--- config.mk ---
export PLATFORM = sky130hd
export DESIGN_NAME = r2sdf_stage
export DESIGN_NICKNAME = d
export VERILOG_FILES = /design/src/rtl/fft_pkg.sv /design/src/rtl/r2sdf_twiddle_rom.sv /design/src/rtl/r2sdf_stage.sv
export SDC_FILE = /design/constraint.sdc
export NUM_CORES = 2
export LEC_CHECK = 0
export ABC_AREA = 1
export CORE_MARGIN = 2
export CORE_UTILIZATION = 30
export DETAILED_ROUTE_END_ITERATION = 12
export HOLD_SLACK_MARGIN = 0.06
export SYNTH_ARGS = -nofsm -noshare
export SYNTH_HDL_FRONTEND = slang
export SYNTH_SLANG_ARGS = --single-unit
export TNS_END_PERCENT = 1
--- constraint.sdc ---
create_clock -name clk -period 10.7 [get_ports clk]
set_clock_uncertainty 0.2 [all_clocks]
set_input_delay 2.675 -clock clk [delete_from_list [all_inputs] [get_ports clk]]
set_output_delay 2.675 -clock clk [all_outputs]
set_load 0.05 [all_outputs]
--- src/rtl/fft_pkg.sv ---
// Shared types, constants and arithmetic helpers for the R2SDF FFT stages.
package fft_pkg;

    // Butterfly scaling modes
    localparam int SCALE_SAT   = 0;  // no shift, saturate to the data width
    localparam int SCALE_SHIFT = 1;  // arithmetic shift right by one (truncate)

    // Reference complex sample at the default data width
    localparam int CPLX_DW = 16;
    typedef struct packed {
        logic signed [CPLX_DW-1:0] re;
        logic signed [CPLX_DW-1:0] im;
    } cplx_t;

    // Wide signed container so helpers work for any DW/TW up to 31 bits
    typedef logic signed [63:0] wide_t;

    // Delay length of a stage: half the sub-FFT it spans
    function automatic int delay_len(input int n, input int stage);
        return 1 << (n - 1 - stage);
    endfunction

    // Counter width covering one full phase A + phase B period (2L)
    function automatic int cnt_bits(input int l);
        return $clog2(2 * l);
    endfunction

    // Clamp v to the signed range of a w-bit word
    function automatic wide_t sat_w(input wide_t v, input int w);
        wide_t hi;
        wide_t lo;
        hi = (wide_t'(1) <<< (w - 1)) - wide_t'(1);
        lo = -(wide_t'(1) <<< (w - 1));
        if (v > hi) return hi;
        if (v < lo) return lo;
        return v;
    endfunction

    // Round-half-up then drop frac fractional bits
    function automatic wide_t round_shift(input wide_t v, input int frac);
        return (v + (wide_t'(1) <<< (frac - 1))) >>> frac;
    endfunction

    // Butterfly output conditioning: halve or saturate
    function automatic wide_t bfly_scale(input wide_t v, input int scale, input int w);
        if (scale == SCALE_SHIFT) return v >>> 1;
        return sat_w(v, w);
    endfunction

endpackage

--- src/rtl/r2sdf_twiddle_rom.sv ---
// Twiddle lookup for one R2SDF stage: k -> {cos, -sin} of 2*pi*k*2^STAGE/2^N.
module r2sdf_twiddle_rom #(
    parameter int N     = 4,
    parameter int STAGE = 0,
    parameter int TW    = 16
) (
    input  logic [N-STAGE-1:0]  k_i,
    output logic signed [TW-1:0] cos_o,
    output logic signed [TW-1:0] msin_o
);
    localparam int  ENTRIES = 1 << (N - STAGE);
    localparam real PI      = 3.14159265358979323846;

    // Quantise to Q1.(TW-1); +1.0 does not fit and is clipped to the max code
    function automatic logic signed [TW-1:0] quant(input real x);
        longint q;
        longint qmax;
        qmax = (longint'(1) << (TW - 1)) - 1;
        q = longint'(x * real'(qmax + 1));
        if (q > qmax) q = qmax;
        if (q < -qmax - 1) q = -qmax - 1;
        return q[TW-1:0];
    endfunction

    logic signed [TW-1:0] cos_tab  [ENTRIES];
    logic signed [TW-1:0] msin_tab [ENTRIES];

    for (genvar i = 0; i < ENTRIES; i++) begin : g_tab
        localparam real ANG = 2.0 * PI * real'(i * (1 << STAGE)) / real'(ENTRIES << STAGE);
        assign cos_tab[i]  = quant($cos(ANG));
        assign msin_tab[i] = quant(-$sin(ANG));
    end

    assign cos_o  = cos_tab[k_i];
    assign msin_o = msin_tab[k_i];

endmodule

--- src/rtl/r2sdf_stage.sv ---
// One radix-2 single-delay-feedback DIF stage with valid-qualified stalls,
// frame resync and selectable scaling.
module r2sdf_stage
    import fft_pkg::*;
#(
    parameter int N     = 4,
    parameter int STAGE = 0,
    parameter int DW    = 16,
    parameter int TW    = 16,
    parameter int SCALE = 1
) (
    input  logic                 clk,
    input  logic                 rst_n,
    input  logic                 in_valid,
    input  logic                 in_sync,
    input  logic signed [DW-1:0] in_re,
    input  logic signed [DW-1:0] in_im,
    output logic                 out_valid,
    output logic signed [DW-1:0] out_re,
    output logic signed [DW-1:0] out_im
);
    localparam int L  = delay_len(N, STAGE);
    localparam int KW = cnt_bits(L);

    typedef struct packed {
        logic signed [DW-1:0] re;
        logic signed [DW-1:0] im;
    } samp_t;

    logic [KW-1:0] cnt_q, cnt_d;
    logic          primed_q, primed_d;
    logic          out_valid_q, out_valid_d;
    samp_t         out_q, out_d;
    samp_t         dly_q [L];
    samp_t         dly_d [L];

    logic [KW-1:0]        idx;
    logic                 phase_b;
    logic                 primed_eff;
    samp_t                x, h, bf_sum, bf_dif, rot;
    logic signed [TW-1:0] tw_cos, tw_msin;

    // A sync sample is frame index 0 regardless of where the counter was
    assign idx        = in_sync ? '0 : cnt_q;
    assign phase_b    = idx[KW-1];
    assign primed_eff = in_sync ? 1'b0 : primed_q;
    assign x          = '{re: in_re, im: in_im};
    assign h          = dly_q[L-1];

    r2sdf_twiddle_rom #(.N(N), .STAGE(STAGE), .TW(TW)) u_rom (
        .k_i    (idx),
        .cos_o  (tw_cos),
        .msin_o (tw_msin)
    );

    // Butterfly: h+in goes out, h-in goes back into the delay line
    always_comb begin
        wide_t s_re, s_im, d_re, d_im;
        s_re = bfly_scale(wide_t'(h.re) + wide_t'(x.re), SCALE, DW);
        s_im = bfly_scale(wide_t'(h.im) + wide_t'(x.im), SCALE, DW);
        d_re = bfly_scale(wide_t'(h.re) - wide_t'(x.re), SCALE, DW);
        d_im = bfly_scale(wide_t'(h.im) - wide_t'(x.im), SCALE, DW);
        bf_sum.re = s_re[DW-1:0];
        bf_sum.im = s_im[DW-1:0];
        bf_dif.re = d_re[DW-1:0];
        bf_dif.im = d_im[DW-1:0];
    end

    // Twiddle rotation h * (cos + j*(-sin)), rounded and saturated back to DW
    always_comb begin
        logic signed [DW+TW-1:0] p_rc, p_ims, p_rms, p_ic;
        wide_t t_re, t_im;
        p_rc  = h.re * tw_cos;
        p_ims = h.im * tw_msin;
        p_rms = h.re * tw_msin;
        p_ic  = h.im * tw_cos;
        t_re  = sat_w(round_shift(wide_t'(p_rc) - wide_t'(p_ims), TW - 1), DW);
        t_im  = sat_w(round_shift(wide_t'(p_rms) + wide_t'(p_ic), TW - 1), DW);
        rot.re = t_re[DW-1:0];
        rot.im = t_im[DW-1:0];
    end

    // Per-sample sequencing: counter, priming, delay-line push and output select
    always_comb begin
        cnt_d       = cnt_q;
        primed_d    = primed_q;
        dly_d       = dly_q;
        out_d       = out_q;
        out_valid_d = 1'b0;
        if (in_valid) begin
            cnt_d    = idx + 1'b1;
            primed_d = primed_eff;
            for (int i = L - 1; i > 0; i--) dly_d[i] = dly_q[i-1];
            if (phase_b) begin
                dly_d[0]    = bf_dif;
                out_d       = bf_sum;
                out_valid_d = 1'b1;
                primed_d    = 1'b1;
            end else begin
                dly_d[0]    = x;
                out_d       = (idx == '0 || STAGE == N - 1) ? h : rot;
                out_valid_d = primed_eff;
            end
        end
    end

    // Control and output registers, cleared by reset
    always_ff @(posedge clk) begin
        if (!rst_n) begin
            cnt_q       <= '0;
            primed_q    <= 1'b0;
            out_valid_q <= 1'b0;
            out_q       <= '0;
        end else begin
            cnt_q       <= cnt_d;
            primed_q    <= primed_d;
            out_valid_q <= out_valid_d;
            out_q       <= out_d;
        end
    end

    // Delay line keeps its contents through reset but does not shift during it
    always_ff @(posedge clk) begin
        if (rst_n) dly_q <= dly_d;
    end

    assign out_valid = out_valid_q;
    assign out_re    = out_q.re;
    assign out_im    = out_q.im;

endmodule

=== Yosys cells after proc, flatten, opt, wreduce, memory -nomap -nowiden ===
Memory sizes are Yosys's and may differ from the RTL's.
Cells that the tools add are included.

* Register bits: 294
* Latch bits: 0
* Memory bits (writable): 0
* Bits in read-only memories: 512
* Bits of input ports: 36
* Output and inout bits: 33
* Logic and storage cells: 68
* Memories: 2

* Add/subtract/negate cells: 9
* Multipliers: 4
* Divide/modulo/power cells: 0
* $lt $le $gt $ge: 5
* Equal/unequal tests: 0
* Shift-type cells: 0
* Multiplexer cells: 24
* Bitwise logic cells: 1
* Reduce and logical (&&, ||, !) cells: 2

{| class="wikitable"
|+ Memories
! name !! depth !! width !! rd ports !! clocked after memory_dff !! wr ports !! RTL line !! source
|-
| (no name shown) || 16 || 16 || 1 || 0 || 0 || r2sdf_twiddle_rom.sv:35 || <nowiki>assign msin_o = msin_tab[k_i];</nowiki>
|-
| (no name shown) || 16 || 16 || 1 || 0 || 0 || r2sdf_twiddle_rom.sv:34 || <nowiki>assign cos_o = cos_tab[k_i];</nowiki>
|}

{| class="wikitable"
|+ Operators by type and width
! cell !! number
|-
| $mux W16 || 12
|-
| $mul A16 B16 Y32 || 4
|-
| $mux W32 || 3
|-
| $add A33 B16 Y34 const B || 2
|-
| $gt A19 B16 Y1 const B || 2
|-
| $lt A19 B16 Y1 const B || 2
|-
| $add A16 B16 Y17 || 2
|-
| $sub A16 B16 Y17 || 2
|-
| $add A32 B32 Y33 || 1
|-
| $sub A32 B32 Y33 || 1
|-
| $mux W1 || 8
|-
| $ge A5 B5 Y1 const B || 1
|-
| $not A4 Y5 || 1
|-
| $add A4 B1 Y4 const B || 1
|-
| $logic_not A4 Y1 || 1
|-
| $mux W4 || 1
|-
| $reduce_and A2 Y1 || 1
|}

=== Depth between registers and ports, before layout ===
* Word-level depth: 15
* Depth in mapped cells: 48
* Depth with buffers taken out: 46

=== Modules after synthesis ===
From an unflattened synthesis, not the netlist that was laid out.

* Cell total of the unflattened synthesis: 6,566
* Area, all modules: 56,148.9 um2

{| class="wikitable"
|+ By module, submodules not included
! module !! instances !! cells each !! area each (um2) !! seq. area each (um2)
|-
| r2sdf_stage || 1 || 6,444 || 55,530.8 || 8,448.1
|-
| r2sdf_twiddle_rom || 1 || 122 || 618.1 || 0.0
|}

=== Worst setup path after synthesis ===
No wires, ideal clock.

* Kind: in2reg
* From: in in_sync
* To: reg out_q (netlist bit out_re[7])
* Library setup time: 84 ps
* Arrival time: 10,839 ps
* Required time: 10,416 ps
* Slack: -423 ps
* Stages on the path: 35
* Buffers on the path: 1
* Path through: nor2_1 inv_1 ha_1 inv_1 nor2_2 inv_1 nor2_1 inv_1 fa_1 inv_1 fa_1 inv_1 fa_1 inv_1 fa_1 fa_1 fa_1 fa_1 inv_1 fa_1 ha_1 a21oi_1 o21ai_0 a21oi_1 nand2_1 a21oi_1 nand3_1 nand2_1 a21oi_4 buf_6 nand2_1 nand2_1 nand2_1 nand2_1 nand2_1

* Word-level cells in the longest chain between the ends: 15

{| class="wikitable"
|+ Ends and longest elaborated chain
! what !! RTL line !! source
|-
| start: declaration || r2sdf_stage.sv:15 || <nowiki>input logic in_sync,</nowiki>
|-
| $mux W4 (*) || r2sdf_stage.sv:44 || <nowiki>assign idx = in_sync ? '0 : cnt_q;</nowiki>
|-
| $not A4 Y5 (not written as such) || r2sdf_twiddle_rom.sv:34, r2sdf_twiddle_rom.sv:35 ||
|-
| $mem_v2 Z16 W16 (on tied branches) || -- ||
|-
| $mux W16 (on tied branches) (2 in a row) || r2sdf_twiddle_rom.sv:34, r2sdf_twiddle_rom.sv:35 ||
|-
| $mul A16 B16 Y32 (on tied branches) || r2sdf_stage.sv:73, r2sdf_stage.sv:74 ||
|-
| $sub A32 B32 Y33 || r2sdf_stage.sv:77 || <nowiki>t_re = sat_w(round_shift(wide_t'(p_rc) - wide_t'(p_ims), TW - 1), DW);</nowiki>
|-
| $add A33 B16 Y34 || fft_pkg.sv:41 || <nowiki>return (v + (wide_t'(1) <<< (frac - 1))) >>> frac;</nowiki>
|-
| $lt A19 B16 Y1 || fft_pkg.sv:35 || <nowiki>if (v < lo) return lo;</nowiki>
|-
| $mux W1 (2 in a row) || fft_pkg.sv:35 ||
|-
| $mux W16 || fft_pkg.sv:36 || <nowiki>return v;</nowiki>
|-
| $mux W16 || fft_pkg.sv:35 ||
|-
| $mux W32 || r2sdf_stage.sv:101 || <nowiki>out_d = (idx == '0 || STAGE == N - 1) ? h : rot;</nowiki>
|-
| $mux W32 (*) || r2sdf_stage.sv:94 || <nowiki>if (phase_b) begin</nowiki>
|-
| end signal: assignment || r2sdf_stage.sv:118 || <nowiki>out_q <= out_d;</nowiki>
|-
| end: declaration || r2sdf_stage.sv:33 || <nowiki>samp_t out_q, out_d;</nowiki>
|}

Every way passes the cells marked *; elsewhere a longest branch is shown, timed or not. The select of a mux whose other input is x is not followed.
A chain may end at the register's enable or synchronous reset.

=== Final worst setup path ===
* From: in in_sync
* To: reg out_q (netlist bit out_im[10])

* Word-level cells in the longest chain between the ends: 15

{| class="wikitable"
|+ Ends and longest elaborated chain
! what !! RTL line !! source
|-
| $mux W4 (*) || r2sdf_stage.sv:44 ||
|-
| $not A4 Y5 (not written as such) || r2sdf_twiddle_rom.sv:34, r2sdf_twiddle_rom.sv:35 ||
|-
| $mem_v2 Z16 W16 (on tied branches) || -- ||
|-
| $mux W16 (on tied branches) (2 in a row) || r2sdf_twiddle_rom.sv:35, r2sdf_twiddle_rom.sv:34 ||
|-
| $mul A16 B16 Y32 (on tied branches) || r2sdf_stage.sv:75, r2sdf_stage.sv:76 ||
|-
| $add A32 B32 Y33 || r2sdf_stage.sv:78 || <nowiki>t_im = sat_w(round_shift(wide_t'(p_rms) + wide_t'(p_ic), TW - 1), DW);</nowiki>
|-
| $add A33 B16 Y34 || fft_pkg.sv:41 ||
|-
| $lt A19 B16 Y1 || fft_pkg.sv:35 ||
|-
| $mux W1 (2 in a row) || fft_pkg.sv:35 ||
|-
| $mux W16 || fft_pkg.sv:36 ||
|-
| $mux W16 || fft_pkg.sv:35 ||
|-
| $mux W32 || r2sdf_stage.sv:101 ||
|-
| $mux W32 (*) || r2sdf_stage.sv:94 ||
|}

Marked as above.

==> results.sh <==
export IMPL_yosysWarnings=0
export IMPL_rows=154
export IMPL_cts_tree="yes"
export IMPL_syn_inst=5847
export IMPL_place_port_buffers=68
export IMPL_initial_core_util=0.3016
export IMPL_clock_sinks=294
export IMPL_vias=39930
export IMPL_numCtsBuffers=25
export IMPL_core_area_sq_um=176100
export IMPL_fillCellCount=18150
export IMPL_ys_seq_elements=294
export IMPL_antenna_found_initial=7
export IMPL_rsz0062_at_grt="true"
export IMPL_dr_pass1_iters=7
export IMPL_final_common_cell="inv_1"
export IMPL_fmaxAchievable_mhz=96.04
export IMPL_drtAntennaViolNets=0
export IMPL_htreeDepth=1
export IMPL_drive_above_1_share=0.1417
export IMPL_slowest_stage="fa_1"
export IMPL_dieHeight_um=424.8
export IMPL_min_period_over_period=0.9731
export IMPL_gp_congestion=0.9451
export IMPL_dpl_worst_slack_ns=-1.090
export IMPL_ys_seq_area_frac=0.1590
export IMPL_start_kind="input port"
export IMPL_finalWirelength_mm=169.2
export IMPL_routedWlPerCell_um=19.34
export IMPL_finalSetupViolations=0
export IMPL_clk_latency_ns=0.55
export IMPL_critPathMaxFanout=14
export IMPL_most_common_layout_cells="inv_1, fa_1, nand2_1"
export IMPL_layout_area_overhead_vs_synth_pct=17.85
export IMPL_grt_max_degree=161
export IMPL_maxCapViolCount=0
export IMPL_grt_pass1_wl_mm=257.7
export IMPL_antenna_cells=0
export IMPL_ctsRootBufferMaster="clkbuf_16"
export IMPL_synth_area_sq_um=53120
export IMPL_ios=69
export IMPL_dieArea_sq_um=180400
export IMPL_status="finished clean"
export IMPL_cp_arrival_ns=10.65
export IMPL_path_buf_inv=11
export IMPL_clock_tree_buffer_depth=3
export IMPL_worstSetupEndpointType="flop"
export IMPL_drt_iter0_markers=3202
export IMPL_report_final_slew_viol_count=0
export IMPL_synth_distinct_cells=49
export IMPL_viasPerCell=4.562
export IMPL_drcViolationCount=0
export IMPL_worstMarginPinSlew_ns=1.256
export IMPL_crit_top_cell="fa_1"
export IMPL_syn_num_nets=7443
export IMPL_finalSetupTns_ns=0
export IMPL_hpwl_mm=143.2
export IMPL_relSlewSlack=0.1620
export IMPL_required_ns=10.94
export IMPL_fin_nets=7991
export IMPL_critical_path_class="in -> reg"
export IMPL_grt_pass1_vias=42510
export IMPL_avgSynthCellArea_sq_um=9.085
export IMPL_grt_total_usage=0.1906
export IMPL_clk_pin_slew_ns=0.07
export IMPL_holdWs_ns=0.2075
export IMPL_fin_crit_ns=10.41
export IMPL_finalHoldViolations=0
export IMPL_fin_ws_ns=0.2874
export IMPL_min_path_type="reg -> reg"
export IMPL_slowest_delay_ns=0.54
export IMPL_overflow=0
export IMPL_hold_buffers=0
export IMPL_fp_dieW_um=424.8
export IMPL_path_delay_family="adder cells"
==> cell usage after synthesis (all sizes together) <==
master / n / area (sq um)
buf: 40 / 208.9
o211ai: 5 / 37.54
nand3: 90 / 480.5
nand3b: 2 / 15.01
a221oi: 2 / 17.52
o41ai: 1 / 8.760
o31ai: 7 / 52.55
dfxtp: 38 / 760.7
nor3: 12 / 65.06
a21oi: 192 / 1010
o22ai: 7 / 43.79
fa: 1172 / 23460
ha: 388 / 4855
edfxtp: 256 / 7687
o311a: 1 / 10.01
clkbuf: 132 / 495.5
or3: 1 / 6.260
o2111ai: 2 / 17.52
a31oi: 18 / 112.6
inv: 1637 / 6145
a21boi: 2 / 15.01
o21bai: 5 / 37.54
xnor2: 17 / 148.9
nor2: 562 / 2152
nand2: 1043 / 3970
a21o: 7 / 52.55
clkinv: 17 / 63.81
or2: 12 / 75.07
o21ai: 110 / 554.3
o21a: 4 / 30.03
a22oi: 1 / 7.510
xor2: 48 / 420.4
nand4: 11 / 68.82
nor4: 4 / 25.02
and3: 1 / 6.260
==> metal layers <==
layer  track usage  vias to the layer above  share of wire
li1              -                    18090              -
met1        0.2553                    20040           0.41
met2        0.3115                     1537           0.46
met3       0.04095                      257          0.090
met4       0.05100                        8          0.035
met5             0                        -        0.00033
==> final timing paths <==
path | start | depth (start not counted) | slack [ns] | end
max | in_sync | 39 | 0.29 | out_im[10]$_SDFFE_PN0P_
min | dly_q[153]$_DFFE_PP_ | 0 | 0.21 | dly_q[121]$_DFFE_PP_
max reg2reg | dly_q[15]$_DFFE_PP_ | 33 | 2.09 | out_re[1]$_SDFFE_PN0P_
min reg2reg | dly_q[153]$_DFFE_PP_ | 0 | 0.21 | dly_q[121]$_DFFE_PP_
==> logic make-up (layout without fill, tap and decap cells) <==
| kind of cell | Yosys count | in the layout | synth area share |
|---|---|---|---|
| simple gates | 1738 | 1739 | 0.1292 |
| compound gates | 364 | 364 | 0.03778 |
| flops | 294 | 294 | 0.1590 |
| buf+inv | 1826 | 2391 | 0.1301 |
| fa+ha+maj | 1560 | 1560 | 0.5331 |
| xor+xnor | 65 | 65 | 0.01072 |
==> registers in the layout, summed over array words and instances, names as in the netlist <==
register and count:
out_re 16, cnt_q 4, primed_q 1, out_valid 1
out_im 16, dly_q 256
==> what timing repair did <==
action,4_1_cts,5_1_grt
setup endpoints to repair,32,32
pin swaps,11,26
buffers inserted,2,13
gates cloned,0,1
gates resized for setup,78,133
==> area by class of cell <==
class | count | area (sq um) | share of cell area
clock buffers | 33 | 685.7 | 0.01095
inverters | 1654 | 6230 | 0.09951
repair buffers | 692 | 5802 | 0.09268
multi-input cells | 3728 | 38400 | 0.6133
well taps | 2340 | 2928 | 0.04677
clock inverters | 12 | 112.6 | 0.001799
flip-flops and latches | 294 | 8448 | 0.1350
==> per-stage QoR <==
stage / instances / instance area, sq um / utilization
final: 8753 / 62600 / 0.3555
after global routing: 8753 / 62600 / 0.3555
after CTS: 8739 / 62030 / 0.3522
after detailed placement: 8692 / 60970 / 0.3462
after global placement: 8692 / 60970 / 0.3462
after floorplan: 5847 / 53130 / -
Power is left out: the tool's default activity adds up to more than one toggle a clock period on the data nets, which glitch-free logic cannot reach.
